**src/rtl/fifo_burst_arbiter_pkg.sv**
```systemverilog
// Shared definitions for the FIFO burst arbiter: FSM encoding, header tag and
// default burst/FIFO geometry.
package fifo_burst_arbiter_pkg;

  typedef enum logic [1:0] {
    ST_IDLE = 2'd0,
    ST_HDR  = 2'd1,
    ST_DATA = 2'd2,
    ST_DONE = 2'd3
  } state_t;

  localparam logic [7:0] HDR_TAG        = 8'hA0;
  localparam int         DEF_BURST_LEN  = 8;
  localparam int         DEF_FIFO_DEPTH = 256;

endpackage

```
**src/rtl/fifo_burst_arbiter_rr_pick.sv**
```systemverilog
// Combinational round-robin selector: first requester after 'last', wrapping
// modulo NUM_CH, returned both one-hot and as an index.
module rr_pick
  import fifo_burst_arbiter_pkg::*;
#(
  parameter int NUM_CH = 4,
  parameter int CH_W   = 2
) (
  input  logic [NUM_CH-1:0] req_i,
  input  logic [CH_W-1:0]   last_i,
  output logic [NUM_CH-1:0] pick_o,
  output logic [CH_W-1:0]   idx_o
);

  logic            found;
  logic [CH_W-1:0] cand;

  always_comb begin
    pick_o = '0;
    idx_o  = '0;
    found  = 1'b0;
    cand   = '0;
    // Offsets 1..NUM_CH so the previous owner is searched last.
    for (int k = 1; k <= NUM_CH; k++) begin
      cand = CH_W'((32'(last_i) + 32'(k)) % 32'(NUM_CH));
      if (!found && req_i[cand]) begin
        found        = 1'b1;
        idx_o        = cand;
        pick_o[cand] = 1'b1;
      end
    end
  end

endmodule

```
**src/rtl/fifo_burst_arbiter.sv**
```systemverilog
// Round-robin burst writer into the shared sample FIFO: one header byte then
// BURST_LEN samples from the granted channel, granted only when the packet fits.
module fifo_burst_arbiter
  import fifo_burst_arbiter_pkg::*;
#(
  parameter int NUM_CH     = 4,
  parameter int CH_W       = 2,
  parameter int BURST_LEN  = DEF_BURST_LEN,
  parameter int FIFO_DEPTH = DEF_FIFO_DEPTH,
  parameter int CNT_W      = 9
) (
  input  logic                  clk,
  input  logic                  rst,
  input  logic                  enable,
  input  logic [NUM_CH-1:0]     req,
  input  logic [NUM_CH*8-1:0]   ch_data,
  output logic [NUM_CH-1:0]     ch_pop,
  input  logic [CNT_W-1:0]      fifo_count,
  input  logic                  fifo_full,
  output logic                  fifo_wr_en,
  output logic [7:0]            fifo_din,
  output logic [NUM_CH-1:0]     grant,
  output logic                  busy,
  output logic                  burst_done,
  output logic                  overflow_err
);

  localparam logic [CNT_W:0] DEPTH_EXT = (CNT_W+1)'(FIFO_DEPTH);
  localparam logic [CNT_W:0] PKT_LEN   = (CNT_W+1)'(BURST_LEN + 1);
  localparam logic [7:0]     LAST_BEAT = 8'(BURST_LEN - 1);

  state_t              state_q, state_d;
  logic [NUM_CH-1:0]   grant_q, grant_d;
  logic [CH_W-1:0]     sel_q, sel_d;
  logic [CH_W-1:0]     last_q, last_d;
  logic [7:0]          beat_q, beat_d;
  logic                overflow_q;

  logic [NUM_CH-1:0]   pick;
  logic [CH_W-1:0]     pick_idx;
  logic [CNT_W:0]      count_ext;
  logic [CNT_W:0]      free_space;
  logic                space_ok;
  logic                can_grant;
  logic [7:0]          ch_bytes [NUM_CH];

  for (genvar gi = 0; gi < NUM_CH; gi++) begin : g_unpack
    assign ch_bytes[gi] = ch_data[8*gi +: 8];
  end

  rr_pick #(
    .NUM_CH (NUM_CH),
    .CH_W   (CH_W)
  ) u_rr_pick (
    .req_i  (req),
    .last_i (last_q),
    .pick_o (pick),
    .idx_o  (pick_idx)
  );

  // An out-of-range occupancy would wrap the subtraction, so it counts as full.
  assign count_ext  = {1'b0, fifo_count};
  assign free_space = DEPTH_EXT - count_ext;
  assign space_ok   = (count_ext <= DEPTH_EXT) && (free_space >= PKT_LEN);
  assign can_grant  = enable && (req != '0) && space_ok;

  always_comb begin
    state_d    = state_q;
    grant_d    = grant_q;
    sel_d      = sel_q;
    last_d     = last_q;
    beat_d     = beat_q;
    fifo_wr_en = 1'b0;
    fifo_din   = 8'h00;
    ch_pop     = '0;
    unique case (state_q)
      ST_IDLE: begin
        if (can_grant) begin
          grant_d = pick;
          sel_d   = pick_idx;
          state_d = ST_HDR;
        end
      end
      ST_HDR: begin
        fifo_wr_en = 1'b1;
        fifo_din   = HDR_TAG | 8'(sel_q);
        beat_d     = 8'd0;
        state_d    = ST_DATA;
      end
      ST_DATA: begin
        fifo_wr_en = 1'b1;
        fifo_din   = ch_bytes[sel_q];
        ch_pop     = grant_q;
        beat_d     = beat_q + 8'd1;
        if (beat_q == LAST_BEAT) state_d = ST_DONE;
      end
      ST_DONE: begin
        last_d  = sel_q;
        grant_d = '0;
        state_d = ST_IDLE;
      end
      default: state_d = ST_IDLE;
    endcase
  end

  always_ff @(posedge clk or posedge rst) begin
    if (rst) begin
      state_q    <= ST_IDLE;
      grant_q    <= '0;
      sel_q      <= '0;
      last_q     <= CH_W'(NUM_CH - 1);
      beat_q     <= 8'd0;
      overflow_q <= 1'b0;
    end else begin
      state_q <= state_d;
      grant_q <= grant_d;
      sel_q   <= sel_d;
      last_q  <= last_d;
      beat_q  <= beat_d;
      if (fifo_wr_en && fifo_full) overflow_q <= 1'b1;
    end
  end

  assign grant        = grant_q;
  assign busy         = (state_q != ST_IDLE);
  assign burst_done   = (state_q == ST_DONE);
  assign overflow_err = overflow_q;

endmodule

```
**config.mk**
```make
export PLATFORM = sky130hd
export DESIGN_NAME = fifo_burst_arbiter
export DESIGN_NICKNAME = d
export VERILOG_FILES = /design/src/rtl/fifo_burst_arbiter_pkg.sv /design/src/rtl/fifo_burst_arbiter_rr_pick.sv /design/src/rtl/fifo_burst_arbiter.sv
export SDC_FILE = /design/constraint.sdc
export NUM_CORES = 1
export LEC_CHECK = 0
export ABC_AREA = 1
export CAP_MARGIN = 25
export CORE_ASPECT_RATIO = 0.75
export CORE_MARGIN = 8
export CORE_UTILIZATION = 45
export CTS_CLUSTER_SIZE = 14
export DETAILED_ROUTE_END_ITERATION = 12
export HOLD_SLACK_MARGIN = 0.08
export PLACE_DENSITY = 0.81
export SETUP_SLACK_MARGIN = 0.02
export SYNTH_ARGS = -nofsm -noshare
export SYNTH_HDL_FRONTEND = slang
export SYNTH_SLANG_ARGS = --single-unit
```
**constraint.sdc**
```tcl
create_clock -name clk -period 2.6 [get_ports clk]
set_input_delay 0.26 -clock clk [delete_from_list [all_inputs] [get_ports clk]]
set_output_delay 0.26 -clock clk [all_outputs]
set_load 0.02 [all_outputs]
```
==> impl_results.md <==
* Wire length the detailed router placed on met1 at about 2800 um
* Number of max-slew violations in the final report at 0
* Peak supply drop at roughly 0.65 mV
* Remaining routing DRC violations at 0
* Mapped Area at 0.00187 mm^2
* Async set-or-reset flop fraction in the synthesized netlist at 1.00
* Number of antenna violations at the first check in global routing at 0
* Hold Fails Final Rpt at 0
* Clock skew after layout at about 5.8 ps
* Tcrit/Tclk final at 0.907
* Site Rows at 20
* Vias in the first global route at 1,973
* Master cell of the clock root buffer: clkbuf_8
* Minimum setup slack after placement at roughly 360 ps
* Path type of the worst setup path: reg -> out
* Cells after Synth at ~290
* CP Data Required Time at 2340 ps
* Nets in the synthesized netlist at 355
* Area overhead of the layout relative to synthesis at 43.7%
* Cell with the biggest individual delay on the critical path: clkdlybuf4s50_1
* Setup repair after global routing missed its margin: false
* Kind of capture point of the worst setup path: primary output
* Violation count after the first detailed-route iteration at 202
* Most frequently used cell type in the post-synthesis netlist: nand2_1
* Gpl congestion at between 0.8 and 0.9
* Total of endpoints with negative setup slack in the final report at 0
* Crit-path max FO at 14
* Final setup margin at around 240 ps
* Per-cell via count in the routed design at around 5.1
* Core area at a little over 0.004 mm^2
* Portion of the post-synthesis area used by sequential elements at 0.256
* Power density normalized to cell area at just under 1000 mW/mm^2
* Top cells by count, synth: nand2_1 (63), nor2_1 (51), inv_1 (36)
* Synth area leader: dfrtp_1
* Wire length on met3 at 347 um
* Run status: finished, final reports clean
* Combined buffer and inverter count along the critical path at 2
* TritonCTS buffer count at 3
* Top flip-flop cell by instance count after synthesis: dfrtp_1
* Sum of met2 wire segment lengths after detailed routing at 2400 um
* Number of warnings issued by yosys at 0
* Clock Pin Slew Worst Setup and Hold Paths at about 70 ps
* Tightest Pin Transition at approximately 730 ps
* GRT overflow at 0
* Antenna-violating nets left at 0
* Sinks on the clock net at 19
* Global-route wire length before repair at 9290 um
* Worst hold margin at 419 ps
* Critical path data arrival time at approximately 2100 ps
* Max Clock Freq at ~420 MHz
* Number of synthesized flops with an enable pin at 0
* Setup slack, reg-to-reg at between 500 and 600 ps
* Die Y at about 72 um
* Mean area per synthesized cell at 6.43 um^2
* Synthesized flop and latch total at 19
* Lkg Pwr at between 1 and 1.5 nW
* Top delay family on crit path: buffers and inverters
* Unique cell type count in the Yosys netlist at 32
* Routed wire length per instance at 13.3 um
* Type of the worst min-delay path: in -> async
* Power, Total at between 2 and 3 mW
* Number of top-level pins at between 60 and 70
* Top area cells in the synthesized netlist: dfrtp_1 (23%), nand2_1 (13%), nor2_1 (10%)
* CTS H-tree depth at 1
* Slowest cell delay on critical path at just over 600 ps
* Total length of routed wires at about 5600 um
* Largest net degree at the start of global routing at 20
* RR Endpoint: grant[2]
* Total of buffers placed on input and output ports at 68
* Highest metal layer with signal wires: met4
* Synth top area share at 0.227
* Shortest period the worst path allows at about 2400 ps
* Slew Limit Headroom at 0.513
* Half-perimeter wire length after detailed placement at between 4000 and 5000 um
* Number of nets at the end of the flow at roughly 430
* Crit Reg-Reg Startpoint: last_q[0]
* Vias after detailed routing at 2,149
* Pre-antenna DRT Iters at 4
* Die area at between 0.006 and 0.007 mm^2
* Antenna fix cells at 0
* Critical Path Source Type: flip-flop
* Floorplan die width at 90.4 um
* Fraction of layout instances using a drive strength above 1 at 0.0854
* Clock tree from TritonCTS: yes
* Setup TNS after final layout at 0 ps
* Total Routing Usage GR at 0.168
* Number of cells on the worst reg-to-reg path at 10
* Effective utilization at floorplan at 0.464
* Clock latency reported for the late side of the worst-skew pair at around 260 ps
* Max capacitance violation total at 0
* Number of buffers on the longest clock path at 2
* Post-CTS setup buffer count at 0
* Cell Chain, Critical Path: inv_1 -> ha_2 -> nand2_1 -> a21oi_1 -> clkdlybuf4s50_1
[what timing repair did]
item / in CTS / in global routing
gates resized for setup: 0 / 1
endpoints found under the setup margin: 0 / 4
hold buffers: 0 / 0
[power by group]
group	switching (mW)	internal [mW]
clock network	0.0969	0.109
registers	0.118	0.388
logic	1.16	0.749
[logic make-up after synthesis]
kind of cell,Yosys count,synth area share
flip-flops,19,0.256
AND/OR/NAND/NOR,166,0.415
adder cells (fa/ha/maj),15,0.100
buffers and inverters,43,0.0869
AO/OA/AOI/OAI,48,0.142
[layout make-up]
type	count	area [um^2]
fill	367	1340
multi-input combinational	229	1230
timing repair buffer	74	726
sequential	19	478
inverter	37	139
tap	55	68.8
clock buffer	4	45.0
[worst max-delay path by stage]
stage	start	endpoint	depth (start not counted)
3_3_place_gp	state_q[0]	fifo_din[3]	5
2_1_floorplan	state_q[0]	fifo_din[2]	5
4_1_cts	state_q[0]	fifo_din[4]	5
6_report	state_q[0]	fifo_din[3]	5
5_1_grt	state_q[0]	fifo_din[2]	5
3_5_place_dp	state_q[0]	fifo_din[3]	5
[through the flow]
| step | instance area, um^2 | utilization | cells |
|---|---|---|---|
| global route | 2690 | 0.667 | 418 |
| global placement | 2640 | 0.656 | 414 |
| finish | 2690 | 0.667 | 418 |
| floorplan | 1870 | - | 291 |
| detailed placement | 2640 | 0.656 | 414 |
| CTS | 2690 | 0.667 | 418 |
[layer usage]
metal,up-vias,GRT usage
met2,83,0.273
li1,1093,-
met4,0,0.0221
met1,969,0.229
met5,-,0
met3,4,0.0355
[flip-flops by register name, summed over array words and instances (netlist names)]
signal,flops
beat_q,8
grant,4
last_q,2
sel_q,2
state_q,2
overflow_err,1
[cell usage in the layout, fill, tap and decap left out, types with 4 or more instances in the layout]
master | netlist | final
nand2_1 | 63 | 63
nand3_1 | 22 | 22
nor3_1 | 4 | 4
o21ai_0 | 20 | 20
dfrtp_1 | 17 | 17
o21ai_1 | 6 | 6
clkdlybuf4s50_1 | 0 | 68
nand4_1 | 8 | 8
o22ai_1 | 4 | 4
ha_1 | 15 | 14
a21oi_1 | 11 | 11
nor2_1 | 51 | 51
inv_1 | 36 | 36
nor3_2 | 4 | 4
buf_4 | 0 | 6
No activity file was read; power rests on OpenSTA's default activity.
